==> config.mk <==
export PLATFORM = sky130hd
export DESIGN_NAME = mem_bit_master
export DESIGN_NICKNAME = d
export VERILOG_FILES = /design/src/rtl/mem_bit_master.sv
export SDC_FILE = /design/constraint.sdc
export NUM_CORES = 1
export LEC_CHECK = 0
export ABC_AREA = 0
export CORE_ASPECT_RATIO = 1.2
export CORE_MARGIN = 2
export CORE_UTILIZATION = 42
export DETAILED_ROUTE_END_ITERATION = 6
export PLACE_DENSITY = 0.81
export SYNTH_ARGS = -nofsm -noshare
export SYNTH_HDL_FRONTEND = slang
export SYNTH_SLANG_ARGS = --single-unit
==> constraint.sdc <==
create_clock -name clk -period 2.78 [get_ports clk]
set_input_delay 0.556 -clock clk [delete_from_list [all_inputs] [get_ports clk]]
set_output_delay 0.556 -clock clk [all_outputs]
set_load 0.01 [all_outputs]
==> src/rtl/mem_bit_master.sv <==
// Requester-side controller for the bit-masked single-port memory.
// Turns single/burst commands into memory cycles and returns read beats over a backpressured channel.
module mem_bit_master #(
    parameter int ADDR_W = 8,
    parameter int DATA_W = 32,
    parameter int LEN_W  = 4,
    parameter int RD_LAT = 1
) (
    input  logic              clk,
    input  logic              rst_n,
    input  logic              req_valid,
    output logic              req_ready,
    input  logic              req_wr,
    input  logic [ADDR_W-1:0] req_addr,
    input  logic [LEN_W-1:0]  req_len,
    input  logic [DATA_W-1:0] req_data,
    input  logic [DATA_W-1:0] req_mask,
    output logic              rsp_valid,
    output logic [DATA_W-1:0] rsp_data,
    input  logic              rsp_ready,
    output logic              busy,
    output logic              mem_c_en,
    output logic              mem_wr,
    output logic [ADDR_W-1:0] mem_addr,
    output logic [DATA_W-1:0] mem_wr_data,
    output logic [DATA_W-1:0] mem_bit_mask,
    input  logic [DATA_W-1:0] mem_rd_data
);

    localparam int CNT_W = (RD_LAT > 1) ? $clog2(RD_LAT) : 1;
    localparam logic [ADDR_W-1:0] ADDR_ONE = ADDR_W'(1);
    localparam logic [LEN_W-1:0]  LEN_ONE  = LEN_W'(1);
    localparam logic [CNT_W-1:0]  CNT_ONE  = CNT_W'(1);
    localparam logic [CNT_W-1:0]  LAT_LAST = CNT_W'(RD_LAT - 1);

    typedef enum logic [2:0] {
        S_IDLE,
        S_WRITE,
        S_READ,
        S_WAIT,
        S_RESP
    } state_t;

    state_t             r_state;
    logic [ADDR_W-1:0]  r_addr;
    logic [LEN_W-1:0]   r_left;
    logic [CNT_W-1:0]   r_lat;
    logic               r_mem_c_en;
    logic               r_mem_wr;
    logic [ADDR_W-1:0]  r_mem_addr;
    logic [DATA_W-1:0]  r_mem_wr_data;
    logic [DATA_W-1:0]  r_mem_bit_mask;
    logic               r_rsp_valid;
    logic [DATA_W-1:0]  r_rsp_data;

    logic               w_idle;
    logic [ADDR_W-1:0]  w_next_addr;

    assign w_idle      = (r_state == S_IDLE);
    assign w_next_addr = r_addr + ADDR_ONE;

    // Memory-side outputs are registered and loaded one cycle ahead of the beat they describe.
    always_ff @(posedge clk or negedge rst_n) begin
        if (!rst_n) begin
            r_state        <= S_IDLE;
            r_addr         <= '0;
            r_left         <= '0;
            r_lat          <= '0;
            r_mem_c_en     <= 1'b0;
            r_mem_wr       <= 1'b0;
            r_mem_addr     <= '0;
            r_mem_wr_data  <= '0;
            r_mem_bit_mask <= '0;
            r_rsp_valid    <= 1'b0;
            r_rsp_data     <= '0;
        end else begin
            case (r_state)
                S_IDLE: begin
                    if (req_valid && w_idle) begin
                        r_addr     <= req_addr;
                        r_left     <= req_len;
                        r_mem_c_en <= 1'b1;
                        r_mem_addr <= req_addr;
                        if (req_wr) begin
                            r_state        <= S_WRITE;
                            r_mem_wr       <= 1'b1;
                            r_mem_wr_data  <= req_data;
                            r_mem_bit_mask <= req_mask;
                        end else begin
                            r_state <= S_READ;
                        end
                    end
                end
                S_WRITE: begin
                    if (r_left == '0) begin
                        r_state        <= S_IDLE;
                        r_mem_c_en     <= 1'b0;
                        r_mem_wr       <= 1'b0;
                        r_mem_addr     <= '0;
                        r_mem_wr_data  <= '0;
                        r_mem_bit_mask <= '0;
                    end else begin
                        r_left     <= r_left - LEN_ONE;
                        r_addr     <= w_next_addr;
                        r_mem_addr <= w_next_addr;
                    end
                end
                S_READ: begin
                    r_state    <= S_WAIT;
                    r_mem_c_en <= 1'b0;
                    r_mem_addr <= '0;
                    r_lat      <= LAT_LAST;
                end
                S_WAIT: begin
                    if (r_lat == '0) begin
                        r_state     <= S_RESP;
                        r_rsp_valid <= 1'b1;
                        r_rsp_data  <= mem_rd_data;
                    end else begin
                        r_lat <= r_lat - CNT_ONE;
                    end
                end
                S_RESP: begin
                    // The next read is only issued once the current beat has been taken downstream.
                    if (rsp_ready) begin
                        r_rsp_valid <= 1'b0;
                        if (r_left == '0) begin
                            r_state <= S_IDLE;
                        end else begin
                            r_state    <= S_READ;
                            r_left     <= r_left - LEN_ONE;
                            r_addr     <= w_next_addr;
                            r_mem_addr <= w_next_addr;
                            r_mem_c_en <= 1'b1;
                        end
                    end
                end
                default: begin
                    r_state <= S_IDLE;
                end
            endcase
        end
    end

    assign req_ready    = w_idle;
    assign busy         = !w_idle;
    assign rsp_valid    = r_rsp_valid;
    assign rsp_data     = r_rsp_data;
    assign mem_c_en     = r_mem_c_en;
    assign mem_wr       = r_mem_wr;
    assign mem_addr     = r_mem_addr;
    assign mem_wr_data  = r_mem_wr_data;
    assign mem_bit_mask = r_mem_bit_mask;

endmodule
* Word-level counts from Yosys, hierarchy flattened *
Cells that the tools add are included.

word-level totals
  bits in registers = 123
  bits of input ports = 113
  output and inout bits = 109
  word-level logic and storage cells = 80

operators by class
  add/sub/neg operators = 3
  equal/unequal tests = 10
  muxes and demuxes = 39
  bitwise logic cells = 1
  reductions and logical operators = 16

operator list
  operator                                          number
  2-to-1 mux 32 bit                                 5
  case mux 32 bit (2 select lines)                  2
  2-to-1 mux 8 bit                                  6
  case mux 8 bit (4 select lines)                   1
  case mux 8 bit (3 select lines)                   1
  case mux 3 bit (5 select lines)                   1
  2-to-1 mux 3 bit                                  4
  2-to-1 mux 4 bit                                  3
  case mux 4 bit (3 select lines)                   1
  AND reduction 4 bit                               3
  inequality test 2 bit, second input constant      5
  2-to-1 mux 1 bit                                  9
  adder 8 x 1 -> 8 bit, second input constant       1
  == test 3 x 2 -> 1 bit, second input constant     2
  case mux 1 bit (2 select lines)                   3
  AND reduction 3 bit                               2
  nonzero test 2 bit                                3
  AND reduction 5 bit                               1
  zero test 4 bit                                   1
  2-to-1 mux 2 bit                                  2
  case mux 1 bit (4 select lines)                   1
  nonzero test 4 bit                                1
  subtractor 4 x 1 -> 4 bit, second input constant  1
  == test 3 x 1 -> 1 bit, second input constant     1
  other kinds (9)                                   9

* Logic depth before layout (Yosys ltp) *
  depth after elaboration = 4
  mapped depth = 9
  mapped depth without buffers = 6

* Worst setup path before layout *
No wires, ideal clock.

  kind = flip-flop to flip-flop
  start = register r_left[0]
  end = register r_addr[4]
  setup time = 125 ps
  arrival time = 1840 ps
  data required time = 2655 ps
  setup slack = 815 ps
  cell stages (with the launch flop) = 9
  cells stage by stage = dfrtp_1 > inv_1 > ha_1 > or3b_1 > buf_6 > a22oi_4 > a21oi_2 > buf_6 > mux2_4

on the way
  longest elaborated chain between the ends = 4

ends and longest elaborated chain
  element                            line     text
  from (decl)                        46       logic [LEN_W-1:0] r_left;
  from (signal assigned)             81       r_left <= req_len;
  from (signal assigned)             103      r_left <= r_left - LEN_ONE;
  from (signal assigned)             131      r_left <= r_left - LEN_ONE;
  zero test 4 bit *                  95, 127
  2-to-1 mux 8 bit *                 --
  2-to-1 mux 8 bit                   --
  case mux 8 bit (3 select lines) *  --
  to (signal assigned)               80       r_addr <= req_addr;
  to (signal assigned)               104      r_addr <= w_next_addr;
  to (signal assigned)               132      r_addr <= w_next_addr;
  to (decl)                          45       logic [ADDR_W-1:0] r_addr;

Mark *: on every way between the ends. The rest lies on a longest branch, timed or not. The select of a mux whose other input is x is not followed.
A chain may end at the register's enable or synchronous reset.

* Worst setup path after layout *
  start = register r_state[0]
  end = output busy

on the way
  longest elaborated chain between the ends = 2

ends and longest elaborated chain
  element                 line  text
  from (decl)             44    state_t r_state;
  from (signal assigned)  65    r_state <= S_IDLE;
  from (signal assigned)  85    r_state <= S_WRITE;
  from (signal assigned)  90    r_state <= S_READ;
  zero test 3 bit         59    assign w_idle = (r_state == S_IDLE);
  zero test 1 bit         146   assign busy = !w_idle;
  to (decl)               21    output logic busy,

Every way passes these cells.

==> results.toml <==
[clock_tree]
cts_resized = 0
cts_setup_buffers = 0
cts_made_buffers = 17
root_buffer = "clkbuf_16"
cts.sinks = 122
clockBufferDepth = 2
htree_levels = 4
path_clk_slew_ns = 0.05
postCtsHoldBufs = 0
clk-insertion-delay-late_ns = 0.41
cts_tree = "yes"

[timing]
worst_slew_pin_slew_ns = 0.696
hold_slack_ns = 0.194
fin_tns_setup_ns = 0
relSlewSlack_pct = 53.6
fin_crit_ns = 2.44
hold_viol = 0
timing.final.crit_share_pct = 87.9
fin_skew_ns = 0.00848
slew_viol_final = 0
rsz0062_at_grt = "false"
fmax_mhz = 409
finalSetupViolations = 0

[yosys]
synthesis.nets = 498
synthTopCellsByCount = "dfrtp_1, a22o_1, mux2_2"
netlist_area_sq_mm = 0.00512
yosysTopAreaCellShare_pct = 59.6
synth_seq_area_share_pct = 59.6
netlist_instances = 383
synth-seq-cells = 122
synthFlopType = "dfrtp_1"
synthMostInstantiatedCell = "dfrtp_1"
yosys.area.top_type = "dfrtp_1"
synth.distinct_cells = 54
synth_top_cells_by_area = "dfrtp_1, a22o_1, mux2_2"
synthArstFlopShare_pct = 100
postSynthAreaPerCell_sq_um = 13.4
yosysWarnings = 0
synth_edf_count = 0

[placed_design]
io_buffers = 221
dp.cells = 748
gp_congestion = 0.827
placed_cell_area_sq_mm = 0.00749
place_hpwl_um = 10000

[worst_setup_path]
endpoint_kind = "output pin"
path_class = "flip-flop to output pin"
cp_max_fo = 5
crit_chain = "nor3_1 -> inv_1 -> clkdlybuf4s50_1"
start_kind = "flip-flop"
worstPathRequired_ns = 2.22
critical_path.max_stage_delay_ns = 0.54
worst_path_max_delay_cell = "clkdlybuf4s50_1"
critPathArrivalTime_ns = 1.89

[floorplan]
core_sq_mm = 0.0120
die_w_um = 105
row_count = 44
die_area_sq_mm = 0.0131
initial_utilization_pct = 42.7
die_h_um = 125
ios = 222

[finish]
regArea_sq_mm = 0.00305
area_growth_pct = 57.9
fin_cells = 780
multi_input_area_sq_mm = 0.00189
drive_gt1_share_pct = 15.2
final_area_sq_mm = 0.00809
antennaDiodeCount = 0
fillers = 919
nets = 721

[worst_hold_path]
hold_class = "input port to async pin"

[detailed_routing]
postRouteAntennaNets = 0
dr.pass1.iters = 4
wire_per_inst_um = 18.3
drtIter0Drc = 193
drc = 0
via_per_inst = 5.36
wirelength_um = 14300
via_count = 4179

[global_route]
overflow = 0
grt_util_met1_pct = 25.7
grt_use_met3_pct = 7.66
grt_pass1_wl_um = 23100
grt_usage_pct = 22.3
grtUsageMet2_pct = 38.0
grt.busiest_layer = "met2"
grt_pass1_vias = 4441
grt_max_degree = 123
antenna_found_initial = 0

[power_and_ir_drop]
p_per_area_mw_per_mm2 = 1280
p_leak_nw = 3.47
power_w = 0.0103
irDropWorstVdd_mv = 0.540

[run_status]
status = "finished, final reports clean"

[run]
drv_cap = 0
==> layer usage <==
metal,vias up,part of all wire [%]
met5,-,0
met3,22,7.7
met4,0,2.1
met2,193,52
met1,2079,39
li1,1885,-
==> layout by cell type (no fill, tap or decap), types with 5 or more instances in the layout <==
master,n
a21oi_1,11
mux2_2,36
clkdlybuf4s50_1,220
dfrtp_1,122
clkbuf_16,17
mux2i_1,5
a22o_1,64
a22oi_1,6
buf_4,8
nand2_1,13
inv_1,7
a2bb2oi_1,9
o21ai_0,7
nand3_1,8
==> cell families (layout without fill, tap and decap cells) <==
kind of cell               count (synthesis)  after routing  synth area share, %
buffers and inverters                     35            271                 3.81
and+or+nand+nor                           47             47                 4.76
xor gates and xnor gates                   6              6                 1.32
muxes                                     48             48                 10.6
adders and majority gates                  2              2                0.488
AOI/OAI and AO/OA                        123            123                 19.4
DFF                                      122            122                 59.6
==> final timing paths <==
| kind | slack (ns) | startpoint | cells after the start | end |
|---|---|---|---|---|
| worst max register to register | 0.41 | r_left[0]$_DFFE_PN0P_ | 7 | mem_bit_mask[2]$_DFFE_PN0P_ |
| worst max-delay path | 0.34 | r_state[0]$_DFFE_PN0P_ | 3 | busy |
| max in group asynchronous | 2.02 | rst_n | 2 | mem_addr[7]$_DFFE_PN0P_ |
| worst min-delay path | 0.19 | rst_n | 2 | r_addr[4]$_DFFE_PN0P_ |
| min in group clk | 0.48 | mem_wr$_DFFE_PN0P_ | 1 | mem_wr$_DFFE_PN0P_ |
| worst min register to register | 0.48 | mem_wr$_DFFE_PN0P_ | 1 | mem_wr$_DFFE_PN0P_ |
==> final cells by class <==
type / instances / area share (%)
Clock buffer: 19 / 5.60
Clock inverter: 13 / 1.76
Inverter: 8 / 0.371
Multi-Input combinational cell: 226 / 23.3
Sequential cell: 122 / 37.7
Tap cell: 161 / 2.49
Timing Repair Buffer: 231 / 28.7
==> power breakdown <==
part           internal, W  total, W  switching (W)  leakage [nW]
Clock              0.00137   0.00220       0.000826         0.290
Sequential         0.00263   0.00317       0.000540          1.49
Combinational      0.00284   0.00496        0.00212          1.69
Total              0.00685    0.0103        0.00349          3.47
==> sequential cells by signal (all words and copies together) (netlist names) <==
signal        count
mem_c_en          1
r_left            4
r_addr            8
mem_wr_data      32
rsp_valid         1
mem_addr          8
r_state           3
rsp_data         32
mem_bit_mask     32
mem_wr            1
==> worst max-delay path, delay by kind of cell, from the launching register on <==
kind                   cells  cell delay (ns)
buffers and inverters      2             0.70
flip-flops                 1             0.43
AND/OR/NAND/NOR            1             0.36
==> stage by stage <==
step	worst slack (ns)	util (%)
2_1_floorplan	0.815	-
3_3_place_gp	0.389	62.4
3_5_place_dp	0.322	62.4
4_1_cts	0.305	67.4
5_1_grt	0.251	67.4
6_report	0.337	67.4
Power figures use the tool's default switching activity.
